===== src/rtl/div_sequencer.sv =====
// rtl/div_sequencer.sv - radix-2 restoring DIV/DIVU sequencer beside EXE; holds HI/LO results.
// Optional DIV_EARLY_EXIT_EN: skip the shift loop when |dividend| < |divisor|.
module div_sequencer #(
  parameter int DATA_W = 32
) (
  input  logic              clk,
  input  logic              rst,
  input  logic              div_req,
  input  logic              div_signed,
  input  logic [DATA_W-1:0] dividend,
  input  logic [DATA_W-1:0] divisor,
  input  logic              cancel,
  output logic              div_busy,
  output logic              div_done,
  output logic              hilo_we,
  output logic [DATA_W-1:0] quotient,
  output logic [DATA_W-1:0] remainder
);

  localparam int CNT_W = (DATA_W > 1) ? $clog2(DATA_W) : 1;

  typedef enum logic [1:0] {IDLE, RUN, FIX, DONE} state_t;

  state_t            state;
  logic [DATA_W-1:0] acc_a;
  logic [DATA_W-1:0] part_r;
  logic [DATA_W-1:0] abs_b;
  logic [DATA_W-1:0] quo_sh;
  logic [DATA_W-1:0] dividend_q;
  logic [CNT_W-1:0]  counter;
  logic              sign_q;
  logic              sign_r;
  logic              div_by_zero;
  logic              early;

  logic [DATA_W-1:0] abs_dividend;
  logic [DATA_W-1:0] abs_divisor;
  logic [DATA_W:0]   trial;
  logic              take;
  logic [DATA_W-1:0] next_p;
  logic              early_exit;

  assign abs_dividend = (div_signed && dividend[DATA_W-1]) ? -dividend : dividend;
  assign abs_divisor  = (div_signed && divisor[DATA_W-1])  ? -divisor  : divisor;

  // Trial value keeps one extra bit: 2*P+1 can exceed DATA_W bits when |divisor| > 2^(DATA_W-1).
  assign trial  = {part_r, acc_a[DATA_W-1]};
  assign take   = (trial >= {1'b0, abs_b});
  assign next_p = take ? (trial[DATA_W-1:0] - abs_b) : trial[DATA_W-1:0];

`ifdef DIV_EARLY_EXIT_EN
  assign early_exit = (abs_dividend < abs_divisor) && (divisor != '0);
`else
  assign early_exit = 1'b0;
`endif

  always_ff @(posedge clk) begin
    if (rst) begin
      state       <= IDLE;
      div_busy    <= 1'b0;
      div_done    <= 1'b0;
      hilo_we     <= 1'b0;
      quotient    <= '0;
      remainder   <= '0;
      counter     <= '0;
      acc_a       <= '0;
      part_r      <= '0;
      abs_b       <= '0;
      quo_sh      <= '0;
      dividend_q  <= '0;
      sign_q      <= 1'b0;
      sign_r      <= 1'b0;
      div_by_zero <= 1'b0;
      early       <= 1'b0;
    end else if (cancel) begin
      state    <= IDLE;
      div_busy <= 1'b0;
      div_done <= 1'b0;
      hilo_we  <= 1'b0;
    end else begin
      case (state)
        IDLE, DONE: begin
          div_done <= 1'b0;
          hilo_we  <= 1'b0;
          if (div_req) begin
            acc_a       <= abs_dividend;
            abs_b       <= abs_divisor;
            part_r      <= '0;
            quo_sh      <= '0;
            dividend_q  <= dividend;
            sign_q      <= div_signed & (dividend[DATA_W-1] ^ divisor[DATA_W-1]);
            sign_r      <= div_signed & dividend[DATA_W-1];
            div_by_zero <= (divisor == '0);
            early       <= early_exit;
            counter     <= CNT_W'(DATA_W - 1);
            div_busy    <= 1'b1;
            state       <= early_exit ? FIX : RUN;
          end else begin
            div_busy <= 1'b0;
            state    <= IDLE;
          end
        end
        RUN: begin
          acc_a  <= {acc_a[DATA_W-2:0], 1'b0};
          part_r <= next_p;
          quo_sh <= {quo_sh[DATA_W-2:0], take};
          if (counter == '0) begin
            state <= FIX;
          end else begin
            counter <= counter - 1'b1;
          end
        end
        FIX: begin
          // Divide-by-zero bypasses sign fixup: the loop leaves |dividend| in P.
          if (div_by_zero) begin
            quotient  <= '1;
            remainder <= dividend_q;
          end else if (early) begin
            quotient  <= '0;
            remainder <= dividend_q;
          end else begin
            quotient  <= sign_q ? -quo_sh : quo_sh;
            remainder <= sign_r ? -part_r : part_r;
          end
          div_busy <= 1'b0;
          div_done <= 1'b1;
          hilo_we  <= 1'b1;
          state    <= DONE;
        end
        default: begin
          state    <= IDLE;
          div_busy <= 1'b0;
          div_done <= 1'b0;
          hilo_we  <= 1'b0;
        end
      endcase
    end
  end

endmodule


===== config.mk =====
export PLATFORM = sky130hd
export DESIGN_NAME = div_sequencer
export DESIGN_NICKNAME = d
export VERILOG_FILES = /design/src/rtl/div_sequencer.sv
export SDC_FILE = /design/constraint.sdc
export NUM_CORES = 1
export LEC_CHECK = 0
export ABC_AREA = 1
export BUFFER_PORTS_ARGS = -buffer_cell sky130_fd_sc_hd__buf_2
export CORE_ASPECT_RATIO = 1.5
export CORE_MARGIN = 4
export CORE_UTILIZATION = 55
export CTS_BUF_LIST = sky130_fd_sc_hd__clkbuf_16
export DETAILED_ROUTE_END_ITERATION = 8
export MAX_ROUTING_LAYER = met4
export PLACE_DENSITY = 0.78
export SYNTH_ARGS = -nofsm -noshare
export SYNTH_HDL_FRONTEND = slang
export SYNTH_SLANG_ARGS = --single-unit

===== constraint.sdc =====
create_clock -name clk -period 2.88 [get_ports clk]
set_input_delay 0.576 -clock clk [delete_from_list [all_inputs] [get_ports clk]]
set_output_delay 0.576 -clock clk [all_outputs]
set_load 0.02 [all_outputs]

# After elaboration in Yosys (flattened, before gate mapping)
# Index checks and enable logic that the tools add are counted.
# op_classes
reduce_logical,13
add_sub_neg,6
n_bitwise,4
order_cmp,1
muxes,21
eq_ne,6
# op_table
op,n
$mux 32,9
$pmux 32 s2,3
$neg 32->32,4
$ge 33x32->1,1
$logic_not 32->1,1
$sub 32x32->32,1
$mux 5,2
$pmux 5 s2,1
$ne 2x2->1 const B,3
$pmux 2 s3,1
$reduce_and 3->1,2
$logic_not 5->1,1
$sub 5x1->5 const B,1
$eq 2x2->1 const B,2
$pmux 1 s2,2
$reduce_and 4->1,1
$reduce_bool 2->1,2
$reduce_or 2->1,2
$and 1x1->1,2
$eq 2x1->1 const B,1
$logic_and 1x1->1,2
$logic_not 2->1,1
$mux 1,2
$mux 2,1
other kinds (3),3
# word_totals
in_bits,69
word_cells,65
ff_bits,236

# Longest topological paths before layout
# Gate-level depths: netlist of the first run.
# depth
ltp_word,4
ltp_mapped,16

# Least setup slack after synthesis of the first run
# No wires, ideal clock.
# synth_timing
path_kind,register to register
from,register part_r[15]
to,register part_r[12]
setup_time_ns,0.142
arrival_ns,1.791
setup_slack_ns,0.947
stages_incl_launch_ff,14
path_buffers,1
path_cell_list,dfxtp_1 ha_1 nand2_1 nor2_2 nand2_2 nor2_4 nand2_2 nor2_4 nor2_8 nand2_8 buf_6 nand2_1 nand3_2 a21oi_2
# synth_between
elab_chain_cells,3
# synth_lines
element,line_no,source
start: declaration,26,logic [DATA_W-1:0] part_r;
start signal: assignment,105,part_r <= next_p;
$ge 33x32->1,48,"assign take = (trial >= {1'b0, abs_b});"
$mux 32,49,assign next_p = take ? (trial[DATA_W-1:0] - abs_b) : trial[DATA_W-1:0];
$pmux 32 s2,81,case (state)
# Every way passes these cells.
# A chain may end at the register's enable or synchronous reset.

# Worst setup path in the final report of the first run
# layout_timing
from,register part_r[24]
to,register part_r[31]
# layout_between
elab_chain_cells,3
# layout_lines
element,line_no
$sub 32x32->32 or $ge 33x32->1 (tied branches),"49, 48"
$mux 32 *,49
$pmux 32 s2 *,81
# Mark *: on every way between the ends. The rest lies on a longest branch, timed or not.

==> results of run 1 <==
-- where the power goes --
| part | total [mW] | switching [mW] | internal, mW |
|---|---|---|---|
| Clock | 3.03 | 1.36 | 1.67 |
| Sequential | 3.44 | 0.0577 | 3.38 |
| Combinational | 1.35 | 0.941 | 0.404 |
-- state kept, by name (all words and copies together), names as in the netlist, 2 cells and up --
register / flops
quo_sh: 32
acc_a: 32
quotient: 32
remainder: 32
counter: 5
part_r: 32
state: 2
dividend_q: 32
abs_b: 32
-- critical path, stage by stage, from the launching register on --
cell,delay (ns)
dfxtp_1,0.41
ha_1,0.41
nand2_1,0.13
nor2_1,0.22
inv_1,0.13
nor4_4,0.31
nand2_4,0.20
nand2_8,0.25
nand2_4,0.14
nand2_1,0.09
nand2_1,0.05
a21oi_1,0.11
-- worst min path at each step --
| stage | endpoint | slack [ns] | cells after the start | startpoint |
|---|---|---|---|---|
| after floorplan | remainder[0] | 0.44 | 2 | dividend_q[0] |
| after global placement | div_busy | 0.45 | 2 | div_busy |
| after detailed placement | remainder[30] | 0.45 | 2 | remainder[30] |
| after CTS | acc_a[0] | 0.29 | 3 | dividend[0] |
| after global routing | acc_a[0] | 0.30 | 3 | dividend[0] |
| final | acc_a[0] | 0.31 | 3 | dividend[0] |
-- stage by stage --
stage	instance area, um^2	utilization	instances	total power [mW]
after global placement	16570	0.5907	2905	4.817
final	17330	0.6175	2950	7.814
after CTS	17330	0.6175	2950	7.844
after floorplan	15650	-	2497	4.393
after detailed placement	16570	0.5907	2905	4.829
after global routing	17330	0.6175	2950	8.156
-- area by class of cell --
cell class,instances,area [um^2]
Inverter,356,1336
Tap cell,346,432.9
Sequential cell,236,4725
Timing Repair Buffer,164,945.9
Multi-Input combinational cell,1803,9134
Clock buffer,25,625.6
Clock inverter,20,126.4
Fill cell,2754,10730
-- placed cells by master, fill, tap and decap left out, types with 3 or more instances in the layout --
master and count:
a31oi_1 36, inv_2 14, xnor2_1 17, buf_2 134, and2_1 12, nor2_2 14
or2_2 4, nor3_1 18, o21ai_1 9, nor2_4 7, clkinv_1 3, nand2_1 697
nor2_1 201, xor2_1 36, nor4_1 6, a21oi_1 212, nand3b_1 11, clkinv_2 5
a21oi_2 21, nand3_1 161, a221oi_1 3, clkbuf_16 25, buf_12 4, nand2_2 12
o21ai_0 161, nand4_1 24, o221ai_1 8, inv_6 3, inv_1 349, buf_4 26
dfxtp_1 236, o211ai_1 16, o22ai_1 9, ha_1 41, nand3_2 48
-- cells by family after synthesis --
| logic type | count (synthesis) |
|---|---|
| XOR/XNOR | 53 |
| adder cells (fa/ha/maj) | 42 |
| AO/OA/AOI/OAI | 483 |
| AND/OR/NAND/NOR | 1225 |
| buffers and inverters | 458 |
| flip-flops | 236 |
-- per-layer routing --
metal,vias up,global-route usage
li1,8214,-
met1,7582,0.3687
met4,0,0.1784
met5,-,-
met2,553,0.5665
met3,120,0.02833
==> flow_metrics.py, run 1 <==
metrics = {
    "yosys": {
        "yosys.area_share.simple": 0.3493,
        "seq_area_frac_synth": 0.3019,
        "synth.area.top_cells": "dfxtp_1 30%, nand2_1 17%, inv_1 8.2%",
        "syn_area_um2": 15650,
        "ys_seq_elements": 236,
        "ys_top_cells_by_count": "698 x nand2_1, 341 x inv_1, 236 x dfxtp_1",
        "synth_top_family_by_area": "simple AND/OR/NAND/NOR gates",
        "yosysMostFrequentCell": "nand2_1",
        "synth_cells": 2497,
        "synth_cell_types": 49,
        "synth_xor_area_frac": 0.02966,
        "synth_edf_count": 0,
        "syn-mean-instance-area_um2": 6.267,
        "syn_nets": 2608,
        "ys_warn_count": 0,
        "synth_top_area_frac": 0.3019,
        "yosys-mux-area-fraction": 0,
        "synth_fa_ha_area_frac": 0.03406,
        "ys.flop_type": "dfxtp_1",
        "yosysTopAreaCell": "dfxtp_1",
        "synthArstFlopShare": 0,
        "synth_compound_area_frac": 0.1698,
    },
    "sta": {
        "period_minus_slack_ns": 2.532,
        "maxSlewHeadroom": 0.3426,
        "hold_viol_final": 0,
        "clock_skew_ns": 0.01180,
        "whs_ns": 0.3070,
        "finalCritPeriodShare": 0.8792,
        "tightest_slew_ns": 0.9850,
        "rsz0062_at_grt": "false",
        "layout_setup_ws_ns": 0.3479,
        "fin_setup_tns_ns": 0,
        "drv_slew": 0,
        "setup_viol": 0,
        "fmax_ghz": 0.3949,
    },
    "detailed_routing": {
        "vias": 16470,
        "antenna_left": 0,
        "routed_wl_um": 51100,
        "met2_length_um": 25460,
        "dr_wl_met3_um": 2565,
        "vias_per_cell": 5.583,
        "drc_errors": 0,
        "drtIter0Drc": 1213,
        "top_layer": "met4",
        "m1WireLength_um": 19700,
        "firstDrtPassIters": 6,
        "wire_per_inst_um": 17.32,
    },
    "clock_network": {
        "cts_root_buf": "clkbuf_16",
        "cts_made_buffers": 25,
        "cts_hold_buf": 0,
        "htree_levels": 1,
        "clk_path_buf_depth": 3,
        "clk_pin_slew_worst_paths_ns": 0.07,
        "cts_sinks": 236,
        "cts_tree": "yes",
        "cts_setup_buffers": 0,
        "worstSkewPairLatency_ns": 0.54,
        "cts_resized": 0,
    },
    "global_route": {
        "grt_pass1_vias": 15690,
        "grt_use_total": 0.3259,
        "grt_remaining_overflow": 0,
        "grt_pass1_wl_um": 81350,
        "grt_start_max_net_pins": 146,
        "antenna_found_initial": 0,
    },
    "setup_path": {
        "reg2reg_depth": 11,
        "reg2reg_to": "part_r[31]",
        "crit_required_ns": 3.35,
        "r2r_slack_ns": 0.35,
        "endpoint_kind": "flip-flop",
        "critical_path_arrival_ns": 3.01,
        "critical_path_class": "flip-flop to flip-flop",
        "path_max_fanout": 33,
        "startpoint": "part_r[24]",
        "endpoint": "part_r[31]",
        "critPathLaunchType": "flip-flop",
        "reg2reg_from": "part_r[24]",
    },
    "layout": {
        "n_antenna_cell": 0,
        "layout-drive-gt1-share": 0.1256,
        "syn_to_final_growth_pct": 10.71,
        "finish.net_count": 2697,
    },
    "die": {
        "fp.dieW_um": 145.7,
        "initial_core_util": 0.5577,
        "core_region_area_um2": 28060,
        "fp.dieArea_um2": 31270,
        "ioPinCount": 136,
        "dieHeight_um": 214.6,
        "rows": 75,
    },
    "power": {
        "power.density_nw_per_um2": 451.0,
        "ir_drop_mv": 0.5225,
        "power_leakage_nw": 8.493,
    },
    "place": {
        "place_congestion": 0.9619,
        "pre_cts_ws_ns": 0.3555,
        "numPortBuffers": 135,
        "dpl.hpwl_um": 39120,
    },
    "min_path": {
        "hold_path_class": "input pin to flip-flop",
    },
    "run_status": {
        "outcome": "finished, final reports clean",
    },
    "flow_run": {
        "maxCapViolCount": 0,
    },
}
No activity file was read; power rests on OpenSTA's default activity.
==> run 2: changes to the inputs <==
--- a/config.mk
+++ b/config.mk
@@ -6,14 +6,14 @@
 export NUM_CORES = 1
 export LEC_CHECK = 0
 export ABC_AREA = 1
-export BUFFER_PORTS_ARGS = -buffer_cell sky130_fd_sc_hd__buf_2
 export CORE_ASPECT_RATIO = 1.5
 export CORE_MARGIN = 4
 export CORE_UTILIZATION = 55
 export CTS_BUF_LIST = sky130_fd_sc_hd__clkbuf_16
 export DETAILED_ROUTE_END_ITERATION = 8
+export DONT_BUFFER_PORTS = 1
 export MAX_ROUTING_LAYER = met4
-export PLACE_DENSITY = 0.78
+export PLACE_DENSITY = 0.74
 export SYNTH_ARGS = -nofsm -noshare
 export SYNTH_HDL_FRONTEND = slang
 export SYNTH_SLANG_ARGS = --single-unit
==> run 2 against run 1 <==
Against the previous run: clock power up 8.9%; hold slack lost 0.19 ns; total power rose by 2.1%; count of clock-buffer cells in the layout unchanged; sequential power is essentially flat; cell area is 3.6% lower; combinational power decreased by 9.6%; utilization fell by 2.2 points; sequential share of layout area up 1.0 points; critical path type unchanged; critical endpoint is now part_r[20]; largest cell class unchanged.
==> flow_metrics.py, run 2 (synthesis gave the netlist of run 1 again) <==
metrics = {
    "setup_path": {
        "critPathLaunchType": "flip-flop",
        "crit_slowest_cell": "ha_1",
        "timing.critical_path.mode_cell": "nand2_1",
        "cpLargestDelayFamily": "simple AND/OR/NAND/NOR gates",
        "cp_cell_sequence": "inv_1 -> ha_1 -> nand2_1 -> nor2_2 -> inv_1 -> nor2_1 -> nand3b_1 -> nand3_1 -> nand2_1 -> nand2_1 -> nand2_1 -> nand3_2 -> a21oi_2",
        "path_max_fanout": 4,
        "endpoint_kind": "flip-flop",
        "critical_path_class": "flip-flop to flip-flop",
        "slowest_delay_ns": 0.40,
        "crit_required_ns": 3.30,
        "crit_buf_inv": 2,
        "critical_path_arrival_ns": 3.03,
    },
    "clock_network": {
        "htree_levels": 1,
        "worstSkewPairLatency_ns": 0.54,
        "clk_pin_slew_worst_paths_ns": 0.07,
        "cts_setup_buffers": 0,
        "clk_path_buf_depth": 3,
        "cts_resized": 0,
        "cts_sinks": 236,
        "cts_tree": "yes",
        "cts_root_buf": "clkbuf_16",
        "cts_made_buffers": 25,
        "cts_hold_buf": 0,
    },
    "power": {
        "combPwrFrac": 0.153,
        "pwr-share-seq": 0.433,
        "power.density_nw_per_um2": 477.5,
        "p_clk_frac": 0.414,
        "power_leakage_nw": 7.850,
        "p_switching_mw": 2.286,
        "power.share.switching": 0.2866,
        "p_int_mw": 5.689,
        "ir_drop_mv": 0.5913,
        "finalPower_mw": 7.975,
    },
    "sta": {
        "setup_viol": 0,
        "fmax_ghz": 0.3839,
        "drv_slew": 0,
        "tightest_slew_ns": 0.7378,
        "maxSlewHeadroom": 0.5064,
        "layout_setup_ws_ns": 0.2750,
        "hold_viol_final": 0,
        "whs_ns": 0.1209,
        "period_minus_slack_ns": 2.605,
        "rsz0062_at_grt": "false",
        "finalCritPeriodShare": 0.9045,
        "fin_setup_tns_ns": 0,
        "clock_skew_ns": 0.01759,
    },
    "place": {
        "dp_cells": 2767,
        "pre_cts_ws_ns": 0.3574,
        "numPortBuffers": 0,
        "place_congestion": 0.9709,
        "dpl.hpwl_um": 40050,
    },
    "detailed_routing": {
        "drtIter0Drc": 1101,
        "wire_per_inst_um": 18.65,
        "antenna_left": 0,
        "vias": 15850,
        "drc_errors": 0,
        "firstDrtPassIters": 5,
        "routed_wl_um": 52440,
        "vias_per_cell": 5.637,
    },
    "layout": {
        "fin_cells": 2812,
        "layout-drive-gt1-share": 0.07705,
        "seq_area_um2": 4725,
        "final_cell_mix": "697 x nand2_1, 345 x inv_1, 236 x dfxtp_1",
        "n_antenna_cell": 0,
        "num-fill-cells": 2803,
        "syn_to_final_growth_pct": 6.740,
        "multiInputGateArea_um2": 9134,
        "final_common_cell": "nand2_1",
        "finish.net_count": 2559,
    },
    "global_route": {
        "grt_pass1_vias": 15040,
        "grt_use_total": 0.3332,
        "grt_start_max_net_pins": 147,
        "grt_remaining_overflow": 0,
        "antenna_found_initial": 0,
        "grt_pass1_wl_um": 81800,
    },
    "die": {
        "fp.dieArea_um2": 31270,
        "dieHeight_um": 214.6,
        "ioPinCount": 136,
        "rows": 75,
        "fp.dieW_um": 145.7,
        "initial_core_util": 0.5577,
        "core_region_area_um2": 28060,
    },
    "min_path": {
        "hold_path_class": "input pin to flip-flop",
    },
    "run_status": {
        "outcome": "finished, final reports clean",
    },
    "flow_run": {
        "maxCapViolCount": 0,
    },
}
## run 2: final timing paths
path	start	end	slack (ns)	depth (start not counted)
max reg2reg	abs_b[13]	part_r[20]	0.27	13
max	abs_b[13]	part_r[20]	0.27	13
min reg2reg	acc_a[0]	acc_a[0]	0.48	2
min	rst	abs_b[1]	0.12	1
## run 2: power by group through the flow
stage / Combinational (mW) / Clock (mW) / Sequential (mW)
after floorplan: 0.893 / 0 / 3.50
after global placement: 1.21 / 0 / 3.52
after detailed placement: 1.21 / 0 / 3.52
after CTS: 1.21 / 3.35 / 3.45
after global routing: 1.35 / 3.49 / 3.46
final: 1.22 / 3.30 / 3.45
## run 2: worst reg2reg max path, stage by stage (launching register included)
cell	delay, ns
dfxtp_1	0.32
inv_1	0.13
ha_1	0.40
nand2_1	0.15
nor2_2	0.21
inv_1	0.07
nor2_1	0.39
nand3b_1	0.33
nand3_1	0.17
nand2_1	0.06
nand2_1	0.07
nand2_1	0.07
nand3_2	0.07
a21oi_2	0.05
## run 2: cell type report
class | count | area share
multi-input cells | 1803 | 0.5468
flip-flops and latches | 236 | 0.2828
inverters | 356 | 0.08000
clock buffers | 25 | 0.03745
well taps | 346 | 0.02592
repair buffers | 26 | 0.01468
clock inverters | 20 | 0.01228
## run 2: through the flow
| stage | cell area (um^2) | util |
|---|---|---|
| final | 16700 | 0.5953 |
| after global routing | 16700 | 0.5953 |
| after CTS | 16700 | 0.5953 |
| after detailed placement | 15870 | 0.5657 |
| after global placement | 15870 | 0.5657 |
| after floorplan | 15650 | - |
## run 2: layer usage
| layer | global-route usage | vias up | wire [um] | part of all wire |
|---|---|---|---|---|
| met3 | 0.03827 | 133 | 2632 | 0.050 |
| met2 | 0.5846 | 527 | 26220 | 0.50 |
| met5 | - | - | 0 | 0 |
| met1 | 0.3632 | 7247 | 20010 | 0.38 |
| met4 | 0.1904 | 0 | 3576 | 0.068 |
| li1 | - | 7945 | - | - |
==> run 3: changes to the inputs <==
--- a/config.mk
+++ b/config.mk
@@ -13,7 +13,7 @@
 export DETAILED_ROUTE_END_ITERATION = 8
 export DONT_BUFFER_PORTS = 1
 export MAX_ROUTING_LAYER = met4
-export PLACE_DENSITY = 0.74
+export PLACE_DENSITY = 0.7
 export SYNTH_ARGS = -nofsm -noshare
 export SYNTH_HDL_FRONTEND = slang
 export SYNTH_SLANG_ARGS = --single-unit
==> constraint.sdc (replaced) <==
create_clock -name clk -period 3.3 [get_ports clk]
set_input_delay 0.66 -clock clk [delete_from_list [all_inputs] [get_ports clk]]
set_output_delay 0.66 -clock clk [all_outputs]
set_load 0.02 [all_outputs]
==> run 3 against run 2 <==
Against the previous run: wire length decreased by 1.7%; highest routed layer unchanged; non-clock buffer count decreased by 5; via count is 0.90% lower; critical endpoint is now part_r[6]; hold slack improved by 0.087 ns; fmax rose by 0.37%.
==> flow_metrics.py, run 3 (synthesis gave the netlist of run 1 again) <==
metrics = {
    "sta": {
        "rsz0062_at_grt": "false",
        "fin_setup_tns_ns": 0,
        "hold_viol_final": 0,
        "maxSlewHeadroom": 0.4580,
        "tightest_slew_ns": 0.8118,
        "finalCritPeriodShare": 0.7865,
        "fmax_ghz": 0.3853,
        "period_minus_slack_ns": 2.596,
        "clock_skew_ns": 0.01577,
        "drv_slew": 0,
        "setup_viol": 0,
    },
    "clock_network": {
        "clk_path_buf_depth": 3,
        "worstSkewPairLatency_ns": 0.54,
        "cts_sinks": 236,
        "htree_levels": 1,
        "cts_resized": 0,
        "cts_hold_buf": 0,
        "cts_setup_buffers": 0,
        "clk_pin_slew_worst_paths_ns": 0.07,
        "cts_made_buffers": 25,
        "cts_root_buf": "clkbuf_16",
        "cts_tree": "yes",
    },
    "power": {
        "ir_drop_mv": 0.4840,
        "power_leakage_nw": 7.797,
        "power.density_nw_per_um2": 404.0,
    },
    "detailed_routing": {
        "firstDrtPassIters": 5,
        "vias_per_cell": 5.599,
        "drc_errors": 0,
        "antenna_left": 0,
        "vias": 15710,
        "drtIter0Drc": 1016,
        "wire_per_inst_um": 18.37,
        "routed_wl_um": 51550,
    },
    "place": {
        "numPortBuffers": 0,
        "place_congestion": 1.012,
        "placed_cell_area_um2": 15820,
        "dpl.hpwl_um": 39440,
    },
    "setup_path": {
        "crit_required_ns": 3.70,
        "crit_buf_inv": 2,
        "cpLargestDelayFamily": "simple AND/OR/NAND/NOR gates",
        "endpoint_kind": "flip-flop",
        "critical_path_class": "flip-flop to flip-flop",
        "slowest_delay_ns": 0.53,
        "cp_cell_sequence": "ha_1 -> nand2_1 -> nor2_1 -> inv_1 -> nor3_1 -> nand2_1 -> nand2_2 -> nor2_8 -> buf_4 -> nand3_2 -> nand3_2 -> a21oi_2",
        "critical_path_arrival_ns": 3.00,
        "crit_slowest_cell": "dfxtp_1",
        "critPathLaunchType": "flip-flop",
        "path_max_fanout": 15,
    },
    "layout": {
        "final_common_cell": "nand2_1",
        "num-fill-cells": 2840,
        "syn_to_final_growth_pct": 5.916,
        "layout-drive-gt1-share": 0.07602,
        "final_cell_mix": "697 x nand2_1, 345 x inv_1, 236 x dfxtp_1",
        "n_antenna_cell": 0,
        "multiInputGateArea_um2": 9134,
        "final_cell_area_um2": 16570,
        "seq_area_um2": 4725,
        "finish.net_count": 2554,
    },
    "min_path": {
        "hold_path_class": "input pin to flip-flop",
    },
    "global_route": {
        "grtUsageMet1": 0.3530,
        "grt_busiest_layer": "met2",
        "antenna_found_initial": 0,
        "grt_remaining_overflow": 0,
        "grtUsageMet2": 0.5701,
        "grt_pass1_vias": 15090,
        "met3_usage": 0.04376,
        "grt_pass1_wl_um": 80810,
        "grt_use_total": 0.3258,
        "grt_start_max_net_pins": 147,
    },
    "run_status": {
        "outcome": "finished, final reports clean",
    },
    "die": {
        "initial_core_util": 0.5577,
        "fp.dieArea_um2": 31270,
        "core_region_area_um2": 28060,
        "fp.dieW_um": 145.7,
        "rows": 75,
        "dieHeight_um": 214.6,
        "ioPinCount": 136,
    },
    "flow_run": {
        "maxCapViolCount": 0,
    },
}
## run 3: cell type report
class | instances | share of cell area
Multi-Input combinational cell | 1803 | 0.5511
Sequential cell | 236 | 0.2850
Inverter | 356 | 0.08062
Clock buffer | 25 | 0.03774
Tap cell | 346 | 0.02612
Timing Repair Buffer | 21 | 0.01178
Clock inverter | 19 | 0.007624
## run 3: stage by stage
stage	hold WS [ns]	utilization	cells	total power, mW	setup slack, ns
after floorplan	0.4403	-	2497	3.834	1.309
after global placement	0.4504	0.5639	2762	4.103	0.7654
after detailed placement	0.4575	0.5639	2762	4.104	0.7596
after CTS	0.1846	0.5907	2806	6.732	0.7284
after global routing	0.1895	0.5907	2806	6.960	0.5733
final	0.2076	0.5907	2806	6.696	0.7045
## run 3: final timing paths
kind | startpoint | slack (ns) | to | cells after the start
worst max-delay path | part_r[24] | 0.70 | part_r[6] | 12
worst max register to register | part_r[24] | 0.70 | part_r[6] | 12
worst min-delay path | rst | 0.21 | quo_sh[19] | 1
worst min register to register | counter[0] | 0.48 | counter[0] | 1
## run 3: power breakdown
part / internal, mW / leakage [nW] / switching, mW
combinational: 0.312 / 5.48 / 0.733
sequential: 2.95 / 1.92 / 0.0613
clock: 1.46 / 0.395 / 1.18
## run 3: metal layers
metal / up-vias / part of all wire
li1: 7936 / -
met1: 7213 / 0.38
met2: 446 / 0.50
met3: 115 / 0.054
met4: 0 / 0.066
met5: - / 0
